### config.mk
export PLATFORM = sky130hd
export DESIGN_NAME = ripple_count_capture
export DESIGN_NICKNAME = d
export VERILOG_FILES = /design/src/rtl/ripple_count_capture.sv
export SDC_FILE = /design/constraint.sdc
export NUM_CORES = 1
export LEC_CHECK = 0
export ABC_AREA = 1
export CAP_MARGIN = 5
export CORE_AREA = 3 3 88 90
export DETAILED_ROUTE_END_ITERATION = 7
export DIE_AREA = 0 0 91 93
export GPL_ROUTABILITY_DRIVEN = 0
export SLEW_MARGIN = 20
export SYNTH_ARGS = -nofsm -noshare
export SYNTH_HDL_FRONTEND = slang
export SYNTH_SLANG_ARGS = --single-unit
### constraint.sdc
create_clock -name clk -period 1.86 [get_ports clk]
set_input_delay 0.372 -clock clk [delete_from_list [all_inputs] [get_ports clk]]
set_output_delay 0.372 -clock clk [all_outputs]
set_load 0.03 [all_outputs]
### src/rtl/ripple_count_capture.sv
// Brings a free-running asynchronous ripple counter into clk, captures it once stable and reports the delta.
// Optional RCC_GLITCH_CNT_EN adds a saturating count of unstable samples seen while settling.
//
// state  | meaning
// IDLE   | waiting for a snapshot request
// SETTLE | waiting for STABLE_CYCLES equal synchronized samples, or TIMEOUT
// HOLD   | result presented on out_*, waiting for out_ready
module ripple_count_capture #(
  parameter int WIDTH         = 8,
  parameter int SYNC_STAGES   = 2,
  parameter int STABLE_CYCLES = 2,
  parameter int TIMEOUT       = 64
) (
  input  logic             clk,
  input  logic             rst,
  input  logic [WIDTH-1:0] cnt_in,
  input  logic             snap,
  input  logic             out_ready,
  output logic             out_valid,
  output logic [WIDTH-1:0] out_count,
  output logic [WIDTH-1:0] out_delta,
  output logic             out_wrap,
  output logic             out_err,
  output logic             busy,
  output logic             drop
`ifdef RCC_GLITCH_CNT_EN
  ,
  output logic [7:0]       glitch_cnt
`endif
);

  localparam int SW = $clog2(STABLE_CYCLES + 1);
  localparam int TW = $clog2(TIMEOUT + 1);

  typedef enum logic [1:0] {S_IDLE, S_SETTLE, S_HOLD} state_t;

  state_t           state;
  logic [WIDTH-1:0] sync_q [SYNC_STAGES];
  logic [WIDTH-1:0] prev_sample;
  logic [WIDTH-1:0] last_good;
  logic [SW-1:0]    stable_cnt;
  logic [TW-1:0]    to_cnt;
  logic [WIDTH-1:0] sync_out;
  logic             match;
  logic             stable_done;
  logic             to_done;

  assign sync_out    = sync_q[SYNC_STAGES-1];
  assign match       = (sync_out == prev_sample);
  // Both fire on the edge where the counter would reach its terminal value.
  assign stable_done = match && (stable_cnt == SW'(STABLE_CYCLES - 2));
  assign to_done     = (to_cnt == TW'(TIMEOUT - 2));
  assign busy        = (state != S_IDLE);

  always_ff @(posedge clk or negedge rst) begin
    if (!rst) begin
      for (int i = 0; i < SYNC_STAGES; i++) sync_q[i] <= '0;
      prev_sample <= '0;
    end else begin
      sync_q[0] <= cnt_in;
      for (int i = 1; i < SYNC_STAGES; i++) sync_q[i] <= sync_q[i-1];
      prev_sample <= sync_out;
    end
  end

  always_ff @(posedge clk or negedge rst) begin
    if (!rst) begin
      state      <= S_IDLE;
      last_good  <= '0;
      stable_cnt <= '0;
      to_cnt     <= '0;
      out_valid  <= 1'b0;
      out_count  <= '0;
      out_delta  <= '0;
      out_wrap   <= 1'b0;
      out_err    <= 1'b0;
      drop       <= 1'b0;
    end else begin
      drop <= 1'b0;
      case (state)
        S_IDLE: begin
          if (snap) begin
            state      <= S_SETTLE;
            stable_cnt <= '0;
            to_cnt     <= '0;
          end
        end
        S_SETTLE: begin
          if (snap) drop <= 1'b1;
          stable_cnt <= match ? stable_cnt + SW'(1) : '0;
          to_cnt     <= to_cnt + TW'(1);
          if (stable_done) begin
            out_count <= sync_out;
            out_delta <= sync_out - last_good;
            out_wrap  <= (sync_out < last_good);
            out_err   <= 1'b0;
            last_good <= sync_out;
            out_valid <= 1'b1;
            state     <= S_HOLD;
          end else if (to_done) begin
            // Unverified value: reported, but never used as a delta reference.
            out_count <= sync_out;
            out_delta <= '0;
            out_wrap  <= 1'b0;
            out_err   <= 1'b1;
            out_valid <= 1'b1;
            state     <= S_HOLD;
          end
        end
        S_HOLD: begin
          if (out_ready) begin
            out_valid <= 1'b0;
            if (snap) begin
              state      <= S_SETTLE;
              stable_cnt <= '0;
              to_cnt     <= '0;
            end else begin
              state <= S_IDLE;
            end
          end else if (snap) begin
            drop <= 1'b1;
          end
        end
        default: state <= S_IDLE;
      endcase
    end
  end

`ifdef RCC_GLITCH_CNT_EN
  always_ff @(posedge clk or negedge rst) begin
    if (!rst)
      glitch_cnt <= 8'd0;
    else if (state == S_SETTLE && !match && glitch_cnt != 8'hFF)
      glitch_cnt <= glitch_cnt + 8'd1;
  end
`endif

endmodule

# Word-level counts from Yosys, hierarchy flattened
# Cells that the tools add are included.
# op_classes
n_reduce_logical,12
eq_ne,7
muxes,27
add_sub_neg,3
magnitude_cmp,1
# ops
op,count
8-bit 2-to-1 mux,4
7-bit case mux with 3 select lines,1
2-bit 2-to-1 mux,7
7-bit 2-to-1 mux,2
2-bit case mux with 3 select lines,2
1-bit 2-to-1 mux,9
8-bit equality test,1
8-bit less-than comparator,1
8-bit subtractor,1
7-bit by 1-bit adder with 7-bit output (second input constant),1
7-bit by 6-bit equality test with 1-bit output (second input constant),1
2-bit AND reduction,3
3-bit AND reduction,2
2-bit nonzero test,3
2-bit zero test,2
2-bit != test (second input constant),2
1-bit case mux with 2 select lines,2
3-bit != test (second input constant),1
3-bit nonzero test,1
2-bit by 1-bit adder with 2-bit output (second input constant),1
2-bit by 1-bit equality test with 1-bit output (second input constant),1
2-bit equality test (second input constant),1
1-bit logical AND,1
# word_totals
regBits,63
out_inout_bits,21
in_bits,12
wordCells,63

# Depth between registers and ports, before layout
# logic_depth
word_depth,4
mapped_depth,11
depth_no_buf,11

# Worst setup path before layout
# OpenSTA, ideal clock, no wires.
# synth_timing
kind,reg-to-reg
startpoint,register sync_q (netlist bit sync_out[0])
endpoint,register out_delta[4]
n_path_buf,0
required_time_ns,1.737
path_slack_ns,0.282
synth_period_minus_slack_ns,1.578
stages_incl_launch_ff,8
setup_ns,0.123
arrival_ns,1.456
path_cell_list,dfrtp_1 -> inv_1 -> ha_1 -> inv_1 -> fa_1 -> a31oi_1 -> xor2_1 -> o21ai_1
# synth_via
elab_chain_cells,4
elab_cells_between_ends,6
cone_classes,add/sub (1); eq/ne (1); mux (1); reduce/logical (3)
# synth_rtl
item,line,source
"start, declared",38,logic [WIDTH-1:0] sync_q [SYNC_STAGES];
"parallel branches: the longest is 4 deep, another holds 8-bit subtractor",--,
"end signal, assigned",94,out_delta <= sync_out - last_good;
"end, declared",21,"output logic [WIDTH-1:0] out_delta,"
# Parallel ways; which one is timed is not known.
# A chain may end at the register's enable or synchronous reset.

# Worst setup path in the final report
# layout_timing
startpoint,register out_err
endpoint,output port out_err
# layout_rtl
item,line,source
"start, declared",23,"output logic out_err,"
"start signal, assigned",76,out_err <= 1'b0;
"start signal, assigned",96,out_err <= 1'b0;
"start signal, assigned",105,out_err <= 1'b1;
# No word-level cell between the ends.

==> impl_metrics.env <==
export IMPL_multi_input_area_um2=1030
export IMPL_p_leak_nw=1.67
export IMPL_num_rows=31
export IMPL_critical_path_cell_chain="clkdlybuf4s50_1"
export IMPL_cts_inserted_buffers=9
export IMPL_core_region_area_um2=7140
export IMPL_clkLatencyLatePin_ps=340
export IMPL_clkTransAtPathRegs_ps=70
export IMPL_ys_types=30
export IMPL_worst_path_max_delay_cell="clkdlybuf4s50_1"
export IMPL_ir_drop_mv=0.834
export IMPL_area_growth_pct=24.6
export IMPL_vias_per_cell=4.42
export IMPL_crit_type="flop to output port"
export IMPL_fmax_mhz=572
export IMPL_portBuffers=32
export IMPL_postSynthAreaPerCell_um2=9.74
export IMPL_hold_class="flop to flop"
export IMPL_cp_max_fo=2
export IMPL_post_cts_buffers=0
export IMPL_critPathTopFamily="buffers and inverters"
export IMPL_grt_util_all_layers=0.129
export IMPL_cts_tree="yes"
export IMPL_clk_path_buf_depth=2
export IMPL_rsz0062_at_grt="no"
export IMPL_endpoint_kind="output port"
export IMPL_yosys_warnings=0
export IMPL_die_area_um2=8460
export IMPL_grt_max_degree=25
export IMPL_skew_ps=7.74
export IMPL_wl_um=4710
export IMPL_syn_num_nets=315
export IMPL_crit_path_start_kind="flop"
export IMPL_hold_viol=0
export IMPL_drtPass1Iterations=4
export IMPL_nets=362
export IMPL_setup_viol=0
export IMPL_crit_buf_inv=1
export IMPL_maxCapViolCount=0
export IMPL_stdcell_area_um2=3480
export IMPL_clock_root_buffer="clkbuf_8"
export IMPL_period_share=0.940
export IMPL_required_ps=1490
export IMPL_antenna_cells=0
export IMPL_ant_nets=0
export IMPL_worstPathArrival_ps=1380
export IMPL_grt_pass1_vias=1927
export IMPL_cp_slowest_stage_delay_ps=680
export IMPL_layout_commonest_cell="nand2_1"
export IMPL_period_minus_slack_ps=1750
export IMPL_status="completed"
export IMPL_io_pins=33
export IMPL_max_slew_margin_rel=0.793
export IMPL_synth_area_um2=2800
export IMPL_hpwlAfterDp_um=3500
export IMPL_grt_pass1_wl_um=8620
export IMPL_tightest_slew_ps=307
export IMPL_nFillCells=705
export IMPL_finalSetupTns_ps=0
export IMPL_grt_antenna_before_repair=0
export IMPL_final_cells=438
export IMPL_drt_iter0_drc=113
export IMPL_die_h_um=93
export IMPL_slew_violations=0
export IMPL_cts_sinks=63
export IMPL_ys_seq_area_frac=0.564
export IMPL_cts_htree_levels=3
export IMPL_wl_per_cell_um=10.8
export IMPL_drive_gt1_frac=0.121
export IMPL_die_width_um=91
export IMPL_drc=0
export IMPL_vias=1938
export IMPL_ys_ff_latch=63
export IMPL_placed_area_um2=3260
export IMPL_powerDensity_nw_per_um2=1040
export IMPL_dp_cells=421
export IMPL_final_cell_mix="nand2_1, dfrtp_1, inv_1"
export IMPL_grt_overflow_total=0
export IMPL_final_seq_area_um2=1580
export IMPL_start_util=0.392
export IMPL_synthCells=287
per-layer routing:
metal	part of all wire	track usage	up-vias
li1	-	-	1008
met1	0.50	0.167	892
met5	0	0	-
met4	0.012	0.0716	0
met3	0.034	0.0394	6
met2	0.45	0.191	32
power by group:
part / internal [mW] / switching (mW)
registers: 1.49 / 0.0770
logic: 0.321 / 0.498
clock network: 0.724 / 0.494
total: 2.54 / 1.07
Yosys cell counts:
cell type | count | area [µm²]
o211ai_1 | 1 | 7.51
xor2_1 | 2 | 17.5
xnor2_1 | 7 | 61.3
nand2_1 | 79 | 297
a31oi_1 | 2 | 12.5
nor3_2 | 1 | 10.0
inv_2 | 1 | 3.75
a21o_1 | 2 | 15.0
o22ai_1 | 3 | 18.8
inv_1 | 39 | 146
a21oi_1 | 11 | 55.1
o21ai_1 | 7 | 35.0
nor2_1 | 8 | 30.0
nor2_4 | 1 | 11.3
o21ai_0 | 10 | 50.1
buf_4 | 2 | 15.0
o21ai_2 | 4 | 35.0
nand2_4 | 1 | 11.3
ha_1 | 15 | 188
nor4_1 | 1 | 6.26
nand2_2 | 2 | 12.5
nor3b_1 | 1 | 7.51
dfrtp_1 | 63 | 1580
fa_1 | 1 | 20.0
nor3_1 | 3 | 15.0
nand4_1 | 5 | 31.3
nand3_1 | 8 | 40.0
nand3_2 | 2 | 20.0
buf_6 | 3 | 33.8
nor2_2 | 2 | 12.5
what timing repair did:
| item | in CTS | in global routing |
|---|---|---|
| setup endpoints to repair | 0 | 1 |
| hold buffers | 1 | 0 |
| hold endpoints to repair | 7 | 0 |
| gates resized for setup | 0 | 2 |
final timing paths:
kind | end | from | slack [ps] | depth (start not counted)
min in group asynchronous | to_cnt[5]$_DFFE_PN0P_ | rst | 420 | 2
worst min-delay path | sync_out[1]$_DFF_PN0_ | sync_q[9]$_DFF_PN0_ | 340 | 0
max in group asynchronous | prev_sample[4]$_DFF_PN0_ | rst | 880 | 3
worst max-delay path | out_err | out_err$_DFFE_PN0P_ | 110 | 1
worst min register to register | sync_out[1]$_DFF_PN0_ | sync_q[9]$_DFF_PN0_ | 340 | 0
worst max register to register | out_delta[6]$_DFFE_PN0P_ | sync_out[0]$_DFF_PN0_ | 220 | 9
per-stage QoR:
step                worst slack (ps)  hold slack [ps]  power [mW]   util
CTS                             87.5              344        3.66  0.487
floorplan                        282             76.4        2.13      -
finish                           112              344        3.61  0.488
global placement                 110              237        2.40  0.456
global route                    6.94              353        3.85  0.488
detailed placement              68.6              240        2.42  0.456
state kept, by name, summed over array words and instances (netlist names):
| signal | flops |
|---|---|
| out_count | 8 |
| out_err | 1 |
| to_cnt | 7 |
| drop | 1 |
| stable_cnt | 2 |
| sync_q | 8 |
| prev_sample | 8 |
| out_delta | 8 |
| sync_out | 8 |
| last_good | 8 |
| out_valid | 1 |
| state | 2 |
| out_wrap | 1 |
cell type report:
| type | count | area share |
|---|---|---|
| repair buffers | 41 | 0.114 |
| well taps | 99 | 0.0356 |
| clock inverters | 3 | 0.0115 |
| multi-input cells | 179 | 0.295 |
| inverters | 40 | 0.0431 |
| clock buffers | 13 | 0.0485 |
| flip-flops and latches | 63 | 0.453 |
cells by family after synthesis:
group,after synthesis,share of synthesized area
AO/OA/AOI/OAI,40,0.0819
XOR/XNOR,9,0.0282
adder cells (fa/ha/maj),16,0.0743
buffers and inverters,45,0.0712
flip-flops,63,0.564
AND/OR/NAND/NOR,114,0.180
Power figures use the tool's default switching activity.
==> variant, RTL diff (same flow settings) <==
The 3 states of `state_t` get a one-hot encoding in 3 bits.
--- a/src/rtl/ripple_count_capture.sv
+++ b/src/rtl/ripple_count_capture.sv
@@ -32,7 +32,7 @@
   localparam int SW = $clog2(STABLE_CYCLES + 1);
   localparam int TW = $clog2(TIMEOUT + 1);
 
-  typedef enum logic [1:0] {S_IDLE, S_SETTLE, S_HOLD} state_t;
+  typedef enum logic [2:0] {S_IDLE = 3'b001, S_SETTLE = 3'b010, S_HOLD = 3'b100} state_t;
 
   state_t           state;
   logic [WIDTH-1:0] sync_q [SYNC_STAGES];
Check against the original RTL: no difference found for any inputs over 10 cycles, from zero or initial values and one cycle with rst low; not proved beyond that.
==> variant against the unedited design <==
- sequential cell count grew 1
- routed wire length rose by 9.7%
- cell area increased by 3.0%
- power fell by 6.5%
- setup slack worse by 0.021 ns
- area after synthesis rose by 1.5%
- die area stayed put
- global-route usage increased by 1.1 points
- register-to-register slack worse by 0.08 ns
- non-clock buffer count is 9 higher
==> variant: results (changes against the unedited design) <==
metric	value	unit	change
status	finished, final reports clean		unchanged
placed_cells	416		was 421
p_leak	1.69	nW	was 1.67 nW
drive_gt1_share	21.1	%	was 12.1%
globalRouteMet3Util	4.10	%	was 3.94%
wl_met3	174	microns	was 162 microns
syn-num-nets	304		was 315
clockBufferDepth	2		unchanged
fillers	692		was 705
busiest_layer	met2		unchanged
dp_slack	0.0524	ns	was 0.0686 ns
grt.met1_usage	17.9	%	was 16.7%
track_usage	14.0	%	was 12.9%
grt_pass1_wl	9190	microns	was 8620 microns
seq_area_frac_synth	56.5	%	was 56.4%
wl_met2	2330	microns	was 2140 microns
nets	360		was 362
vias_per_cell	4.40		was 4.42
synthTopCellsByCount	nand2_1 (67), dfrtp_1 (63), inv_1 (30)		was nand2_1 (79), dfrtp_1 (63), inv_1 (39)
grt_pass1_vias	1982		was 1,927
io_buffers	32		unchanged
wl_met1	2550	microns	was 2350 microns
numCtsBuffers	9		unchanged
fin_cells	440		was 438
netlist_top_cells_area	dfrtp_1 (56%), nand2_1 (8.9%), ha_1 (4.9%), inv_1 (4.0%), nand3_1 (3.2%)		was dfrtp_1 (56%), nand2_1 (11%), ha_1 (6.7%), inv_1 (5.2%), xnor2_1 (2.2%)
synth_cell_types	31		was 30
diodes	0		unchanged
synth_area	2840	sq um	was 2800 sq um
met2_usage	21.8	%	was 19.1%
drt-initial-drc-count	83		was 113
slew_headroom	69.2	%	was 79.3%
antenna_found_initial	0		unchanged
path_clk_slew	0.07	ns	about the same
critPathArrivalTime	1.40	ns	was 1.38 ns
ys.flop_type	dfrtp_1		unchanged
yosysWarnings	0		unchanged
ir_worst_vdd	0.366	mV	was 0.834 mV
core	7140	sq um	unchanged
cpPeakStageDelay	0.68	ns	about the same
dp_hpwl	3520	microns	was 3500 microns
routed.top_layer	met4		unchanged
syn_area_per_cell	10.1	sq um	was 9.74 sq um
reg2reg_depth	12		was 9
skew	0.00702	ns	was 0.00774 ns
place_area	3300	sq um	was 3260 sq um
drt-total-wl	5170	microns	was 4710 microns
-- variant: repair_timing --
action | 4_1_cts | 5_1_grt
endpoints found under the hold margin | 17 | 0
buffers inserted | 0 | 7
resized for setup | 1 | 9
pin swaps | 0 | 4
endpoints found under the setup margin | 1 | 7
hold buffers | 1 | 0
-- variant: final cells by class --
type | count | area [sq um] | area share [%]
sequential | 64 | 1600 | 44.7
multi-input combinational | 173 | 1060 | 29.7
timing repair buffer | 50 | 464 | 12.9
clock inverter | 6 | 60.1 | 1.67
inverter | 38 | 145 | 4.04
clock buffer | 10 | 128 | 3.56
tap | 99 | 124 | 3.45
-- variant: cells by family after synthesis --
group,count (synthesis),synth area share (%)
simple gates,112,19.6
flops,64,56.5
compound gates,37,7.85
buf+inv,43,6.83
xor+xnor,12,3.70
fa+ha+maj,12,5.56
-- variant: final timing paths --
kind	from	endpoint	slack, ns
worst max-delay path	out_delta[7]$_DFFE_PN0P_	out_delta[7]	0.09
worst min-delay path	sync_q[9]$_DFF_PN0_	sync_out[1]$_DFF_PN0_	0.35
worst max register to register	sync_out[0]$_DFF_PN0_	out_delta[6]$_DFFE_PN0P_	0.14
worst min register to register	sync_q[9]$_DFF_PN0_	sync_out[1]$_DFF_PN0_	0.35
max in group asynchronous	rst	prev_sample[6]$_DFF_PN0_	0.67
min in group asynchronous	rst	state[1]$_DFFE_PN0P_	0.51
-- variant: power breakdown --
group	internal, mW	total, mW	leakage [nW]	switching (mW)
sequential	1.50	1.57	0.831	0.0715
clock	0.612	1.15	0.0920	0.540
combinational	0.248	0.655	0.765	0.408
total	2.36	3.38	1.69	1.02
